`src/rtl/fft_mod1_bfly10.sv`:
```
// First module1 butterfly: pairs 16-lane blocks that sit two valid cycles apart.
// Produces full-precision add/sub lanes plus an alert strobe for the twiddle stage.
module fft_mod1_bfly10 #(
    parameter int DATA_WIDTH = 11,
    parameter int NUM_IN_OUT = 16,
    parameter int FRAME_CYC  = 32,
    parameter int DIST_CYC   = 2
) (
    input  logic                         clk,
    input  logic                         rst,
    input  logic                         valid_mod1,
    input  logic signed [DATA_WIDTH-1:0] din_R      [0:NUM_IN_OUT-1],
    input  logic signed [DATA_WIDTH-1:0] din_Q      [0:NUM_IN_OUT-1],
    output logic signed [DATA_WIDTH:0]   dout_R_add [0:NUM_IN_OUT-1],
    output logic signed [DATA_WIDTH:0]   dout_R_sub [0:NUM_IN_OUT-1],
    output logic signed [DATA_WIDTH:0]   dout_Q_add [0:NUM_IN_OUT-1],
    output logic signed [DATA_WIDTH:0]   dout_Q_sub [0:NUM_IN_OUT-1],
    output logic                         alert_mod11,
    output logic                         frame_done
);

    localparam int CNT_W  = $clog2(FRAME_CYC);
    localparam int SLOT_W = $clog2(DIST_CYC);
    localparam int PH_W   = SLOT_W + 1;

    typedef logic signed [DATA_WIDTH-1:0] smp_t;
    typedef logic signed [DATA_WIDTH:0]   wide_t;

    function automatic wide_t sext(input smp_t x);
        return {x[DATA_WIDTH-1], x};
    endfunction

    function automatic wide_t bfly_add(input smp_t a, input smp_t b);
        return sext(a) + sext(b);
    endfunction

    function automatic wide_t bfly_sub(input smp_t a, input smp_t b);
        return sext(a) - sext(b);
    endfunction

    logic [CNT_W-1:0] cnt_q, cnt_d;
    smp_t  buf_R_q [0:DIST_CYC-1][0:NUM_IN_OUT-1];
    smp_t  buf_R_d [0:DIST_CYC-1][0:NUM_IN_OUT-1];
    smp_t  buf_Q_q [0:DIST_CYC-1][0:NUM_IN_OUT-1];
    smp_t  buf_Q_d [0:DIST_CYC-1][0:NUM_IN_OUT-1];
    wide_t radd_q [0:NUM_IN_OUT-1], radd_d [0:NUM_IN_OUT-1];
    wide_t rsub_q [0:NUM_IN_OUT-1], rsub_d [0:NUM_IN_OUT-1];
    wide_t qadd_q [0:NUM_IN_OUT-1], qadd_d [0:NUM_IN_OUT-1];
    wide_t qsub_q [0:NUM_IN_OUT-1], qsub_d [0:NUM_IN_OUT-1];
    logic  alert_q, alert_d;
    logic  fdone_q, fdone_d;

    // Upper phase bit selects FIRST (store) vs SECOND (compute); low bits pick the slot.
    logic [PH_W-1:0]   ph;
    logic [SLOT_W-1:0] slot;
    assign ph   = cnt_q[PH_W-1:0];
    assign slot = ph[SLOT_W-1:0];

    always_comb begin
        cnt_d   = cnt_q;
        buf_R_d = buf_R_q;
        buf_Q_d = buf_Q_q;
        radd_d  = radd_q;
        rsub_d  = rsub_q;
        qadd_d  = qadd_q;
        qsub_d  = qsub_q;
        alert_d = 1'b0;
        fdone_d = 1'b0;
        if (valid_mod1) begin
            cnt_d = cnt_q + CNT_W'(1);
            if (!ph[PH_W-1]) begin
                buf_R_d[slot] = din_R;
                buf_Q_d[slot] = din_Q;
            end else begin
                alert_d = 1'b1;
                fdone_d = (cnt_q == CNT_W'(FRAME_CYC - 1));
                for (int i = 0; i < NUM_IN_OUT; i++) begin
                    radd_d[i] = bfly_add(buf_R_q[slot][i], din_R[i]);
                    rsub_d[i] = bfly_sub(buf_R_q[slot][i], din_R[i]);
                    qadd_d[i] = bfly_add(buf_Q_q[slot][i], din_Q[i]);
                    qsub_d[i] = bfly_sub(buf_Q_q[slot][i], din_Q[i]);
                end
            end
        end
    end

    always_ff @(posedge clk or posedge rst) begin
        if (rst) begin
            cnt_q   <= '0;
            alert_q <= 1'b0;
            fdone_q <= 1'b0;
            for (int s = 0; s < DIST_CYC; s++) begin
                for (int i = 0; i < NUM_IN_OUT; i++) begin
                    buf_R_q[s][i] <= '0;
                    buf_Q_q[s][i] <= '0;
                end
            end
            for (int i = 0; i < NUM_IN_OUT; i++) begin
                radd_q[i] <= '0;
                rsub_q[i] <= '0;
                qadd_q[i] <= '0;
                qsub_q[i] <= '0;
            end
        end else begin
            cnt_q   <= cnt_d;
            alert_q <= alert_d;
            fdone_q <= fdone_d;
            buf_R_q <= buf_R_d;
            buf_Q_q <= buf_Q_d;
            radd_q  <= radd_d;
            rsub_q  <= rsub_d;
            qadd_q  <= qadd_d;
            qsub_q  <= qsub_d;
        end
    end

    assign dout_R_add  = radd_q;
    assign dout_R_sub  = rsub_q;
    assign dout_Q_add  = qadd_q;
    assign dout_Q_sub  = qsub_q;
    assign alert_mod11 = alert_q;
    assign frame_done  = fdone_q;

endmodule
```
`config.mk`:
```
export PLATFORM = sky130hd
export DESIGN_NAME = fft_mod1_bfly10
export DESIGN_NICKNAME = d
export VERILOG_FILES = /design/src/rtl/fft_mod1_bfly10.sv
export SDC_FILE = /design/constraint.sdc
export NUM_CORES = 2
export LEC_CHECK = 0
export CORE_UTILIZATION = 35
export DETAILED_ROUTE_END_ITERATION = 8
export DONT_BUFFER_PORTS = 1
export SYNTH_ARGS = -nofsm -noshare
export SYNTH_HDL_FRONTEND = slang
export SYNTH_SLANG_ARGS = --single-unit
```
`constraint.sdc`:
```
create_clock -name clk -period 66.8 [get_ports clk]
set_clock_uncertainty 0.05 [all_clocks]
set_input_delay 13.36 -clock clk [delete_from_list [all_inputs] [get_ports clk]]
set_output_delay 13.36 -clock clk [all_outputs]
set_load 0.02 [all_outputs]
```
After elaboration in Yosys (flattened, before gate mapping):

Cells that the tools add are included.

* logic and storage cells: 218
* flip-flop bits (word level): 1479
* bits of input ports: 355
* output and inout bits: 770

* bitwise gates (word level): 2
* order comparisons: 2
* reduce and logical (&&, ||, !) cells: 3
* $add $sub $neg: 65
* muxes and demuxes: 14
* equality and inequality tests: 1

Operators with widths (count)
* $mux W176: 7
* $bwmux W352: 2
* $add A11 B11 Y12: 32
* $sub A11 B11 Y12: 32
* $demux W176 S1: 1
* $add A5 B1 Y5 const B: 1
* $eq A5 B5 Y1 const B: 1
* $mux W1: 4
* $reduce_and A2 Y1: 2
* $ge A2 B2 Y1 const B: 1
* $lt A2 B1 Y1 const B: 1
* $not A1 Y2: 1
* $logic_and A1 B1 Y1: 1
* $not A1 Y1: 1

Longest topological paths before layout:

* word-level depth: 6
* gate-level depth with buffers: 15
* depth with buffers taken out: 11

Worst setup path after synthesis:

OpenSTA, ideal clock, no wires.

* kind: input to register
* start point: in din_Q[33] (netlist name)
* end point: reg qadd_q (netlist bit dout_Q_add[46])
* arrival: 15.095 ns
* setup time: 0.083 ns
* slack: 51.572 ns
* stages on the path: 9
* data required time: 66.667 ns
* cells stage by stage: ha_1 -> inv_1 -> fa_1 -> o21ba_2 -> o21ai_0 -> a21oi_1 -> o41a_1 -> xnor2_1 -> o21ai_0

* longest elaborated chain between the ends: 1

RTL lines
* from (decl): line 13 `input logic signed [DATA_WIDTH-1:0] din_Q [0:NUM_IN_OUT-1],`
* $add A11 B11 Y12: line 34 `return sext(a) + sext(b);`
* to (signal assigned): line 112 `qadd_q <= qadd_d;`
* to (decl): line 48 `wide_t qadd_q [0:NUM_IN_OUT-1], qadd_d [0:NUM_IN_OUT-1];`

No other way between the ends.
A chain may end at the register's enable or synchronous reset.

==> key figures <==
Run status
  – Status: complete, no violations

Global routing
  – Met3 Usage GRT: 0.0804
  – Total global routing overflow: 0
  – Vias in the first global route: 64500
  – Initial antenna violation count: 9
  – Largest net degree at the start of global routing: 252
  – GR Util met2: 0.339
  – Met1 Use GR: 0.247
  – Global-route wire length before repair: 407000 um
  – GR peak layer: met2
  – GR Util All Layers: 0.208

Drt
  – Drt first-iter violations: 3909
  – DRC viols: 0
  – Iteration count of the initial detailed-routing pass: 8
  – Total number of vias: 64900
  – Routed wire length: 270000 um
  – WL/cell: 21.9 um
  – Final ANT Viol Nets: 0
  – Via-to-Cell Ratio: 5.26

Timing
  – Max-slew headroom: 0.287
  – Tmin final: 18.58 ns
  – Final count of negative-setup-slack endpoints: 0
  – Setup TNS: 0 ns
  – Unrepaired setup endpoints after global routing: false
  – Final Hold Fails: 0
  – FMAX: 0.0538 GHz
  – Tcrit/Tclk final: 0.278
  – Tightest Pin Transition: 1.07 ns
  – Fin. max-slew vios: 0

Clocking
  – Clock Sinks: 1447
  – CTS resizes: 0
  – Insertion delay to the later sink of the worst-skew pair: 0.84 ns
  – # hold bufs at CTS: 0
  – Maximum root-to-sink buffer count: 3
  – Root Driver: clkbuf_16
  – CTS tree: done
  – H-Tree Depth: 4
  – Setup Fix Bufs, Post-CTS: 0
  – CTS Buf Count: 172
  – Worst-path clk slew: 0.06 ns

Layout
  – Most common cell after layout, fill and taps aside: dfrtp_1
  – Nets: 10000
  – Util after Layout: 0.386
  – Area growth, synth to finish: 9.32%
  – Share of cells above drive strength 1: 0.119
  – Most frequent cells in the layout: 1446 x dfrtp_1, 1049 x o21ai_0, 1024 x nand2_1

Place
  – PortBufs: 0
  – Hpwl dp: 204000 um
  – GP Congestion: 0.936

Synth
  – Synth Area in Adders: 0.122
  – Combinational family with the most area after synthesis: compound AO/OA/AOI/OAI gates
  – Yosys cell types: 84
  – Post-synthesis mux area share: 0.0963
  – Share of the synthesized area in the top cell type: 0.411
  – Mapped Area: 88000 um2
  – Yosys reg bits: 1447
  – Post-synthesis simple-gate area fraction: 0.119
  – Register area share after synthesis: 0.411
  – YS warnings: 0
  – Async S/R FF share, synth: 1.00
  – Cells after Synth: 9147
  – Number of synthesized flops with an enable pin: 0
  – Post-synth top area cell: dfrtp_1
  – Complex-gate fraction of the synthesized area: 0.161
  – Leading post-synthesis cells by cell area: dfrtp_1 41%, ha_1 11%, mux2_2 8.7%
  – Post-Syn Area per Cell: 9.62 um2
  – Dominant synthesized flop cell: dfrtp_1
  – XOR/XNOR Fraction of Synth Area: 0.0374
  – Net count after synthesis: 10300

Die
  – I/O Pins: 1125
  – Initial Utilization: 0.353
  – Die Y: 503 um
  – DIE AREA: 253000 um2
  – FP Rows: 183
  – Core footprint: 249000 um2
  – Die W: 503 um

Worst setup path
  – Worst path arrival time: 19.40 ns
  – Worst Setup End Kind: async pin
  – WP data required: 67.62 ns
  – WS Path Type: in2async
  – Max FO, Critical Path: 125
  – Worst setup SP type: primary input

Flow run
  – Max-Cap Viols: 0

Power and ir drop
  – P_leak: 0.0442 uW
  – Cell Pwr Density: 63.2 nW/um2
  – VDD IR max: 0.0283 mV

Hold path
  – Hold Crit Class: reg2reg
==> Yosys cell counts, types with 15 or more instances <==
cell type and instances:
nor2_1 461, a211o_1 28, buf_1 32, nor4_1 56, nand3b_1 19, o21a_1 90
a221oi_1 41, nand2_1 1025, nor3_1 150, inv_1 640, xnor2_1 298, nor3b_1 63
mux2i_1 79, o311a_1 15, a21oi_1 351, o211ai_1 19, o21ai_1 32, buf_4 34
a31oi_1 67, o31a_1 40, o31ai_1 111, or3_1 45, mux2_2 682, a211oi_1 123
clkbuf_1 272, a21o_1 101, xor2_1 78, and3_1 44, nand2b_1 166, o41ai_1 35
nand3_1 69, o21ai_0 1049, fa_1 64, ha_1 753, nor2b_1 122, o21bai_1 72
buf_2 181, dfrtp_1 1447
==> per-layer routing <==
layer	vias to the layer above	share of wire
met1	32000	0.41
met2	1610	0.46
met5	-	0.000030
met4	2	0.035
met3	374	0.096
li1	30900	-
==> cells by family (layout without fill, tap and decap cells) <==
group           Yosys count  count (layout)
xor+xnor                376             376
mux                     761             761
flops                  1447            1447
compound gates         2304            2304
other cells               0               7
fa+ha+maj               817             817
simple gates           2277            2277
buf+inv                1165            1007
==> sequential cells by signal, summed over array words and instances (netlist names) <==
name         flops
buf_Q_q        352
buf_R_q        352
dout_Q_add     186
dout_R_sub     180
frame_done       1
dout_Q_sub     182
dout_R_add     188
cnt_q            5
alert_mod11      1
==> worst paths after layout <==
check / from / end / slack (ns) / depth (start not counted)
max: rst / dout_R_sub[87] / 48.22 / 8
min: buf_Q_q[61] / buf_Q_q[61] / 0.42 / 2
max reg2reg: cnt_q[0] / dout_Q_add[22] / 61.04 / 13
min reg2reg: buf_Q_q[61] / buf_Q_q[61] / 0.42 / 2
max in group clk: valid_mod1 / dout_Q_sub[107] / 50.08 / 8
min in group asynchronous: rst / dout_R_add[27] / 12.44 / 1
==> where the power goes <==
group / internal [uW] / total (uW) / switching, uW / leakage (uW)
sequential: 1310 / 2000 / 687 / 0.0177
combinational: 1310 / 3110 / 1800 / 0.0237
clock: 563 / 967 / 404 / 0.00285
total: 3190 / 6080 / 2890 / 0.0442
==> worst max-delay path, cell delays in order <==
cell	delay, ns
inv_8	0.49
buf_4	0.76
buf_4	0.80
buf_4	0.72
buf_4	0.65
buf_4	0.68
buf_4	0.89
buf_4	0.72
==> cell type report <==
class	instances	area, um2
antenna	7	17.5
clock buffer	237	4910
clock inverter	73	891
fill	24500	153000
inverter	643	2430
multi-input combinational	6535	47100
sequential	1447	36200
tap	3330	4170
timing repair buffer	54	505
==> through the flow <==
stage	hold WS (ns)	power (uW)	instances	setup slack, ns	cell area, um2
floorplan	0.388	4210	9147	12.58	88000
global placement	0.405	5030	12000	47.24	90400
detailed placement	0.412	5110	12000	47.01	90400
CTS	0.426	6110	12300	47.95	96200
global route	0.433	6550	12300	47.25	96200
finish	0.423	6080	12300	48.22	96200
No activity file was read; power rests on OpenSTA's default activity.
